`src/rtl/stream_packetizer_if.sv`:
```
// Packet record type and the word-in / byte-out bus bundle for stream_packetizer.
// The slave modport is the packetizer side; the master modport is its environment.
package stream_packetizer_pkg;
  typedef struct packed {
    logic       Valid;
    logic       SoP;
    logic       EoP;
    logic [7:0] Source;
    logic [7:0] Destination;
    logic [7:0] Length;
    logic [7:0] Data;
  } UART_PACKET;
endpackage

interface stream_packetizer_if #(
  parameter int DEPTH = 16
) ();
  import stream_packetizer_pkg::*;

  logic [15:0]            ipWord;
  logic                   ipWordValid;
  logic                   opWordReady;
  logic                   ipTxReady;
  UART_PACKET             opTxStream;
  logic [$clog2(DEPTH):0] opFIFO_Size;

  modport slave  (input  ipWord, ipWordValid, ipTxReady,
                  output opWordReady, opTxStream, opFIFO_Size);
  modport master (output ipWord, ipWordValid, ipTxReady,
                  input  opWordReady, opTxStream, opFIFO_Size);
endinterface

```
`src/rtl/stream_packetizer.sv`:
```
// Buffers 16-bit words and frames them into UART_PACKET byte streams, low byte first.
// Optional trailing XOR checksum byte when STREAM_PACKETIZER_CHECKSUM_EN is defined.
//
// state      | meaning
// S_IDLE     | waiting for a full payload or a timed-out partial one
// S_LOAD     | latch word count N and Length for the next packet
// S_SEND_LO  | presenting low byte of FIFO head
// S_SEND_HI  | presenting high byte; pops the word on acceptance
// S_SEND_SUM | presenting checksum byte (checksum build only)
module stream_packetizer
  import stream_packetizer_pkg::*;
#(
  parameter int         DEPTH         = 16,
  parameter int         WORDS_PER_PKT = 4,
  parameter int         TIMEOUT       = 50000,
  parameter logic [7:0] DEST_ADDR     = 8'h01,
  parameter logic [7:0] SRC_ADDR      = 8'h10
) (
  input  logic          ipClk,
  input  logic          ipReset,
  stream_packetizer_if.slave bus
);
  localparam int AW = $clog2(DEPTH);
  localparam int CW = AW + 1;
  localparam int TW = $clog2(TIMEOUT + 1);
  localparam logic [CW-1:0] WPP_C   = CW'(WORDS_PER_PKT);
  localparam logic [CW-1:0] DEPTH_C = CW'(DEPTH);
  localparam logic [TW-1:0] TMO_C   = TW'(TIMEOUT);

  typedef enum logic [2:0] {S_IDLE, S_LOAD, S_SEND_LO, S_SEND_HI, S_SEND_SUM} state_t;

  state_t        state_q, state_d;
  logic [15:0]   mem_q [DEPTH];
  logic [AW-1:0] wr_ptr_q, rd_ptr_q;
  logic [CW-1:0] count_q, count_d, n_words;
  logic [TW-1:0] timer_q, timer_d;
  logic [6:0]    remain_q, remain_d;
  logic [7:0]    len_q, len_d;
  logic          first_q, first_d;
  logic          push, pop, start_now, start_next;
  logic [15:0]   head;
`ifdef STREAM_PACKETIZER_CHECKSUM_EN
  logic [7:0]    csum_q, csum_d;
`endif

  assign head            = mem_q[rd_ptr_q];
  assign bus.opWordReady = (count_q != DEPTH_C);
  assign bus.opFIFO_Size = count_q;
  assign push            = bus.ipWordValid && bus.opWordReady;
  assign pop             = (state_q == S_SEND_HI) && bus.ipTxReady;
  assign count_d         = count_q + CW'(push) - CW'(pop);
  assign n_words         = (count_q >= WPP_C) ? WPP_C : count_q;

  always_comb begin
    timer_d = timer_q;
    if (push || count_q == '0)
      timer_d = '0;
    else if (state_q == S_IDLE && timer_q != TMO_C)
      timer_d = timer_q + 1'b1;
  end

  assign start_now  = (count_q >= WPP_C) || (count_q != '0 && timer_q == TMO_C);
  // Evaluated on the last byte so a ready payload skips Idle and the gap is just Load.
  assign start_next = (count_d >= WPP_C) || (count_d != '0 && timer_d == TMO_C);

  always_comb begin
    state_d        = state_q;
    remain_d       = remain_q;
    len_d          = len_q;
    first_d        = first_q;
    bus.opTxStream = '0;
`ifdef STREAM_PACKETIZER_CHECKSUM_EN
    csum_d         = csum_q;
`endif
    if (state_q == S_SEND_LO || state_q == S_SEND_HI || state_q == S_SEND_SUM) begin
      bus.opTxStream.Valid       = 1'b1;
      bus.opTxStream.Source      = SRC_ADDR;
      bus.opTxStream.Destination = DEST_ADDR;
      bus.opTxStream.Length      = len_q;
    end
    case (state_q)
      S_IDLE: if (start_now) state_d = S_LOAD;
      S_LOAD: begin
        remain_d = 7'(n_words);
        first_d  = 1'b1;
`ifdef STREAM_PACKETIZER_CHECKSUM_EN
        len_d    = 8'({n_words, 1'b0}) + 8'd1;
        csum_d   = '0;
`else
        len_d    = 8'({n_words, 1'b0});
`endif
        state_d  = S_SEND_LO;
      end
      S_SEND_LO: begin
        bus.opTxStream.Data = head[7:0];
        bus.opTxStream.SoP  = first_q;
        if (bus.ipTxReady) begin
          first_d = 1'b0;
          state_d = S_SEND_HI;
`ifdef STREAM_PACKETIZER_CHECKSUM_EN
          csum_d  = csum_q ^ head[7:0];
`endif
        end
      end
      S_SEND_HI: begin
        bus.opTxStream.Data = head[15:8];
`ifndef STREAM_PACKETIZER_CHECKSUM_EN
        bus.opTxStream.EoP  = (remain_q == 7'd1);
`endif
        if (bus.ipTxReady) begin
          remain_d = remain_q - 7'd1;
`ifdef STREAM_PACKETIZER_CHECKSUM_EN
          csum_d   = csum_q ^ head[15:8];
          state_d  = (remain_q == 7'd1) ? S_SEND_SUM : S_SEND_LO;
`else
          if (remain_q == 7'd1) state_d = start_next ? S_LOAD : S_IDLE;
          else                  state_d = S_SEND_LO;
`endif
        end
      end
`ifdef STREAM_PACKETIZER_CHECKSUM_EN
      S_SEND_SUM: begin
        bus.opTxStream.Data = csum_q;
        bus.opTxStream.EoP  = 1'b1;
        if (bus.ipTxReady) state_d = start_next ? S_LOAD : S_IDLE;
      end
`endif
      default: state_d = S_IDLE;
    endcase
  end

  always_ff @(posedge ipClk or negedge ipReset) begin
    if (!ipReset) begin
      state_q  <= S_IDLE;
      wr_ptr_q <= '0;
      rd_ptr_q <= '0;
      count_q  <= '0;
      timer_q  <= '0;
      remain_q <= '0;
      len_q    <= '0;
      first_q  <= 1'b0;
`ifdef STREAM_PACKETIZER_CHECKSUM_EN
      csum_q   <= '0;
`endif
    end else begin
      state_q  <= state_d;
      count_q  <= count_d;
      timer_q  <= timer_d;
      remain_q <= remain_d;
      len_q    <= len_d;
      first_q  <= first_d;
`ifdef STREAM_PACKETIZER_CHECKSUM_EN
      csum_q   <= csum_d;
`endif
      if (push) wr_ptr_q <= wr_ptr_q + 1'b1;
      if (pop)  rd_ptr_q <= rd_ptr_q + 1'b1;
    end
  end

  always_ff @(posedge ipClk) begin
    if (push) mem_q[wr_ptr_q] <= bus.ipWord;
  end
endmodule

```
`src/flat_wrapper.sv`:
```
// flat-port wrapper written by rule: the top's interface ports become plain ports
module stream_packetizer_flat import stream_packetizer_pkg::*;
#(
  parameter int         DEPTH         = 16,
  parameter int         WORDS_PER_PKT = 4,
  parameter int         TIMEOUT       = 50000,
  parameter logic [7:0] DEST_ADDR     = 8'h01,
  parameter logic [7:0] SRC_ADDR      = 8'h10
)
  (ipClk, ipReset, bus_ipWord, bus_ipWordValid, bus_ipTxReady, bus_opWordReady, bus_opTxStream, bus_opFIFO_Size);
  stream_packetizer_if #(.DEPTH(DEPTH)) bus_i ();
  input  logic ipClk;
  input  logic ipReset;
  input wire logic [$bits(bus_i.ipWord)-1:0] bus_ipWord;
  input wire logic [$bits(bus_i.ipWordValid)-1:0] bus_ipWordValid;
  input wire logic [$bits(bus_i.ipTxReady)-1:0] bus_ipTxReady;
  output wire logic [$bits(bus_i.opWordReady)-1:0] bus_opWordReady;
  output wire logic [$bits(bus_i.opTxStream)-1:0] bus_opTxStream;
  output wire logic [$bits(bus_i.opFIFO_Size)-1:0] bus_opFIFO_Size;
  assign bus_i.ipWord = bus_ipWord;
  assign bus_i.ipWordValid = bus_ipWordValid;
  assign bus_i.ipTxReady = bus_ipTxReady;
  assign bus_opWordReady = bus_i.opWordReady;
  assign bus_opTxStream = bus_i.opTxStream;
  assign bus_opFIFO_Size = bus_i.opFIFO_Size;
  stream_packetizer #(.DEPTH(DEPTH), .WORDS_PER_PKT(WORDS_PER_PKT), .TIMEOUT(TIMEOUT), .DEST_ADDR(DEST_ADDR), .SRC_ADDR(SRC_ADDR)) u_core (.ipClk(ipClk), .ipReset(ipReset), .bus(bus_i));
endmodule
```
`config.mk`:
```
export PLATFORM = sky130hd
export DESIGN_NAME = stream_packetizer_flat
export DESIGN_NICKNAME = d
export VERILOG_FILES = /design/src/rtl/stream_packetizer_if.sv /design/src/rtl/stream_packetizer.sv /design/src/flat_wrapper.sv
export SDC_FILE = /design/constraint.sdc
export NUM_CORES = 1
export LEC_CHECK = 0
export CAP_MARGIN = 20
export CORE_UTILIZATION = 53
export CTS_BUF_LIST = sky130_fd_sc_hd__clkbuf_8
export DETAILED_ROUTE_END_ITERATION = 10
export GPL_TIMING_DRIVEN = 0
export HOLD_SLACK_MARGIN = 0.15
export MAX_ROUTING_LAYER = met4
export PLACE_DENSITY = 0.79
export SLEW_MARGIN = 20
export SYNTH_ARGS = -nofsm -noshare
export SYNTH_HDL_FRONTEND = slang
export SYNTH_SLANG_ARGS = --single-unit
```
`constraint.sdc`:
```
create_clock -name ipClk -period 3.92 [get_ports ipClk]
set_input_delay 0.392 -clock ipClk [delete_from_list [all_inputs] [get_ports ipClk]]
set_output_delay 0.392 -clock ipClk [all_outputs]
set_load 0.05 [all_outputs]
```
# Word-level counts from Yosys, hierarchy flattened
# Memory sizes are Yosys's and may differ from the RTL's.
# Cells that the tools add are included.
[word_totals]
reg_bits = 45
latch_bits = 0
ramBits = 256
rom_bits = 0
out_inout_bits = 41
word_cells = 68
memories = 1
[op_classes]
n_addsub = 6
n_mul = 0
n_div = 0
magnitude_cmp = 2
n_eq_ne = 12
shift = 0
n_mux = 20
bitwise_logic = 0
n_reduce_logical = 19
[mem_list]
columns = ["name", "words", "width", "rd", "rd_ports_with_merged_regs", "wr", "line", "text"]
rows = [
  ["u_core.mem_q", 16, 16, 1, 0, 1, "stream_packetizer.sv:33", "logic [15:0] mem_q [DEPTH];"],
]
[ops]
columns = ["operator", "count"]
rows = [
  ["$eq A16 B16 Y1 const B", 2],
  ["$mux W16", 2],
  ["$mux W21", 1],
  ["$add A16 B1 Y16 const B", 1],
  ["$ne A16 B16 Y1 const B", 1],
  ["$pmux W8 S2", 1],
  ["$pmux W7 S2", 1],
  ["$mux W3", 4],
  ["$pmux W3 S4", 1],
  ["$ge A5 B3 Y1 const B", 2],
  ["$reduce_bool A5 Y1", 2],
  ["$add A4 B1 Y4 const B", 2],
  ["$eq A7 B1 Y1 const B", 1],
  ["$mux W1", 7],
  ["$mux W7", 1],
  ["$sub A7 B1 Y7 const B", 1],
  ["$eq A3 B2 Y1 const B", 2],
  ["$add A5 B1 Y5", 1],
  ["$logic_and A1 B1 Y1", 5],
  ["$logic_not A5 Y1", 1],
  ["$logic_or A1 B1 Y1", 5],
  ["$mux W5", 1],
  ["$ne A5 B5 Y1 const B", 1],
  ["$sub A5 B1 Y5", 1],
  ["9 further kinds", 12],
]

# Longest topological paths before layout
[logic_depth]
depth_word = 11
mapped_depth = 15
ltp_nobuf = 14

# Worst setup path after synthesis
# No wires, ideal clock.
[synth_timing]
path_type = "register to register"
start = "register u_core.count_q[2], in the netlist u_core.bus.opFIFO_Size[2]"
end = "memory u_core.mem_q[0][0] (enable)"
setup_ns = 0.430
t_arrival_ns = 3.217
required_ns = 3.490
path_slack_ns = 0.272
path_stages_with_launch = 6
path_buffers = 0
synth_period_minus_slack_ns = 3.648
cell_sequence = "dfrtp_1 inv_1 ha_1 nand3_1 nand2_1 nor4_1"
[synth_via]
elab_chain_len = 4
[synth_rtl]
columns = ["item", "line", "text"]
rows = [
  ["from (decl)", "stream_packetizer.sv:35", "logic [CW-1:0] count_q, count_d, n_words;"],
  ["from (signal assigned)", "stream_packetizer.sv:147", "count_q <= count_d;"],
  ["$ne A5 B5 Y1", "stream_packetizer.sv:47", "assign bus.opWordReady = (count_q != DEPTH_C);"],
  ["net bus_opWordReady", "flat_wrapper.sv:17", "output wire logic [$bits(bus_i.opWordReady)-1:0] bus_opWordReady;"],
  ["$logic_and A1 B1 Y1", "stream_packetizer.sv:49", "assign push = bus.ipWordValid && bus.opWordReady;"],
  ["$mux W1", "stream_packetizer.sv:161", "if (push) mem_q[wr_ptr_q] <= bus.ipWord;"],
  ["$mux W1 (not written as such)", "stream_packetizer.sv:161", ""],
  ["to (decl)", "stream_packetizer.sv:33", ""],
]
# The timed path passes the listed nets, and every way through them passes these cells.

# Worst setup path in the final report
[layout_timing]
start = "register u_core.rd_ptr_q[0]"
end = "output port bus_opTxStream[6]"
[layout_via]
elab_chain_len = 2
[layout_rtl]
columns = ["item", "line", "text"]
rows = [
  ["from (decl)", "stream_packetizer.sv:34", "logic [AW-1:0] wr_ptr_q, rd_ptr_q;"],
  ["from (signal assigned)", "stream_packetizer.sv:156", "if (pop) rd_ptr_q <= rd_ptr_q + 1'b1;"],
  ["$mem_v2 Z16 W16", "--", ""],
  ["$pmux W8 S2", "stream_packetizer.sv:81", "case (state_q)"],
  ["to (decl)", "flat_wrapper.sv:18", "output wire logic [$bits(bus_i.opTxStream)-1:0] bus_opTxStream;"],
]
# No other way between the ends.

==> flow_summary.ini <==
[clock_network]
cts_sinks = 300
cts_tree = done
post_cts_buffers = 0
cts_buffer_depth = 3
insertion_delay_ps = 580
numCtsBuffers = 48
root_buffer = clkbuf_8
cts_max_level = 2
cts.clk_slew.worst_paths_ps = 60

[sta]
fin_skew_ps = 24.3
period_needed_ps = 3760
finalCritPeriodShare_pct = 95.9
rsz0062_at_grt = false
slew_headroom_pct = 25.9
finalSetupViolations = 0
finalHoldViolCount = 0
worst_pin_slew_ps = 1110
max_freq_ghz = 0.266
maxSlewViolCount = 0
layout_setup_ws_ps = 162
tns_ps = 0

[global_route]
gr-total-overflow = 0
grt_max_degree = 27
grt_pass1_wl_mm = 39.1
grt_util_all_layers_pct = 23.0
antenna_found_initial = 0
grt_pass1_vias = 6742

[synthesis]
synth_xor_area_share_pct = 1.88
synth_cells = 700
post_synth_and_or_nand_nor_area_fraction_pct = 5.99
syn_avg_cell_area_um2 = 18.0
synth_top_area_share_pct = 61.0
synth_flop_cell = edfxtp_1
syn_area_um2 = 12600
synth.distinct_cells = 63
ys_seq_area_share_pct = 69.7
synthMuxAreaShare_pct = 14.9
ys_seq_elements = 300
yosys_warnings = 0
synth_area_leaders = edfxtp_1, mux4_2, dfrtp_1
synth-adder-area-share_pct = 1.75
synth_top_family_by_area = multiplexers
synth-compound-area-share_pct = 2.59
synth_largest_area_cell = edfxtp_1
postSynth.asyncResetShare_pct = 14.7
synth_edf_count = 256

[power]
finalPower_mw = 10.3
ir_drop_v = 0.00135
p_leak_nw = 5.16
p_int_mw = 6.69
pwr_density_cell_nw_per_um2 = 707
p_clk_share_pct = 24.0
p_seq_share_pct = 39.2
power_frac_comb_pct = 36.8
switching_share_pct = 35.1
netSwitchingPower_mw = 3.63

[critical_path]
slowest_delay_ps = 590
worstPathCellList = clkdlybuf4s18_2 -> mux4_2 -> mux4_2 -> mux2i_1 -> nor2_1 -> dlygate4sd2_1
r2r_cells = 14
cp_slowest_cell = mux4_2
startpoint_type = register
crit_required_ps = 3530
path_class = reg2out
cp.arrival_ps = 3370
crit_family = multiplexers
end_kind = output pin
crit_top_cell = mux4_2
cp_num_buf_inv = 2
path_depth = 6
crit_fanout = 10

[cells_and_area]
antenna_cells = 0
final_cell_mix = edfxtp_1, mux4_2, clkbuf_8, dfrtp_1, inv_1
layout.nets = 861
final_common_cell = edfxtp_1
area_growth_pct = 15.7
drive_gt1_share_pct = 24.4
final_cell_area_um2 = 14600

[floorplanning]
die_area_um2 = 24400
fp.dieH_um = 156
initial_core_util_pct = 53.9
core-area_um2 = 23400
die_x_um = 156
ios = 61
fp-row-count = 56

[detailed_routing]
wl_mm = 26.1
ant_nets = 0
vias = 6739
drt-initial-drc-count = 701
drt_first_pass_iters = 5
drc = 0
routed_via_density = 5.74
wire_per_inst_um = 22.2

[job]
drv_cap = 0

[placed_design]
dpl_worst_slack_ps = 12.2
placed_area_um2 = 13700
port_buffers = 43
place.gp.congestion = 0.842
hpwl_mm = 16.8

[outcome]
status = completed

[worst_hold_path]
hold_class = in2async
## path summary, 6_finish.rpt
| path | from | endpoint | slack (ps) |
|---|---|---|---|
| max in group asynchronous | ipReset | u_core.len_q[3] | 3100 |
| setup / recovery | u_core.rd_ptr_q[0] | bus_opTxStream[6] | 160 |
| min in group ipClk | u_core.len_q[5] | u_core.len_q[5] | 460 |
| hold / removal | ipReset | u_core.timer_q[10] | 310 |
| setup reg to reg | u_core.state_q[1] | u_core.state_q[0] | 690 |
| hold reg to reg | u_core.len_q[5] | u_core.len_q[5] | 460 |
## Yosys cell counts (all sizes together), types with 7 or more instances
library cell / n
nor2: 36
nand4: 7
a21oi: 12
dfrtp: 44
o21ai: 10
mux2i: 8
nand2: 35
buf: 32
mux4: 80
clkbuf: 19
and2: 16
xor2: 8
xnor2: 19
inv: 29
nor4: 7
edfxtp: 256
nand3: 10
ha: 16
## worst register-to-register path, cell delays in order (launching register included)
cell and delay (ps):
dfrtp_1 410, clkbuf_1 370, nand2_1 250, inv_1 200, ha_1 260, inv_1 70, ha_1 180, inv_1 60
fa_1 410, nand2b_1 170, a21oi_1 160, nor2_1 70, xnor2_1 170, a31oi_1 120, a41o_1 220
## cells by family after synthesis
kind of cell,count (synthesis)
other,1
buffers and inverters,81
DFF,300
adders and majority gates,17
AOI/OAI and AO/OA,46
and+or+nand+nor,140
muxes,88
xor gates and xnor gates,27
## flip-flops by register name, summed over array words and instances, names as in the netlist
signal	count
u_core.timer_q	16
u_core.state_q	2
u_core.len_q	5
u_core.wr_ptr_q	4
u_core.mem_q	256
u_core.bus.opFIFO_Size	5
u_core.first_q	1
u_core.remain_q	7
u_core.rd_ptr_q	4
## power by group through the flow
stage                     logic [mW]  clock network, mW  registers (mW)
after floorplan                 2.60                  0            4.12
after global placement          3.74                  0            4.07
after detailed placement        3.88                  0            4.08
after CTS                       3.80               2.52            4.05
after global routing            4.03               2.64            4.08
final                           3.80               2.47            4.05
## per-layer routing
layer | GRT usage (%) | share of wire (%) | vias to the layer above
met4 | 8.82 | 3.0 | 0
met3 | 5.10 | 8.9 | 67
met1 | 30.7 | 41 | 3388
met2 | 34.7 | 47 | 327
met5 | - | 0 | -
li1 | - | - | 2957
## metrics by stage
stage / instances / util [%] / hold slack [ps]
5_1_grt: 1175 / 62.3 / 351
6_report: 1175 / 62.3 / 313
4_1_cts: 1174 / 62.2 / 300
3_5_place_dp: 1092 / 58.4 / 372
2_1_floorplan: 716 / - / 96.4
3_3_place_gp: 1078 / 57.7 / 454
## timing repair
item | 4_1_cts | 5_1_grt
hold endpoints to repair | 44 | 0
gates resized for setup | 21 | 5
endpoints found under the setup margin | 8 | 6
hold buffers | 1 | 0
## layout make-up
type / count / area, um^2
plain buffers: 50 / 315
clock buffers: 48 / 661
clock inverters: 34 / 218
fillers: 1674 / 8820
inverters: 30 / 113
multi-input cells: 335 / 3530
flip-flops and latches: 300 / 8790
well taps: 319 / 399
repair buffers: 59 / 557
No activity file was read; power rests on OpenSTA's default activity.
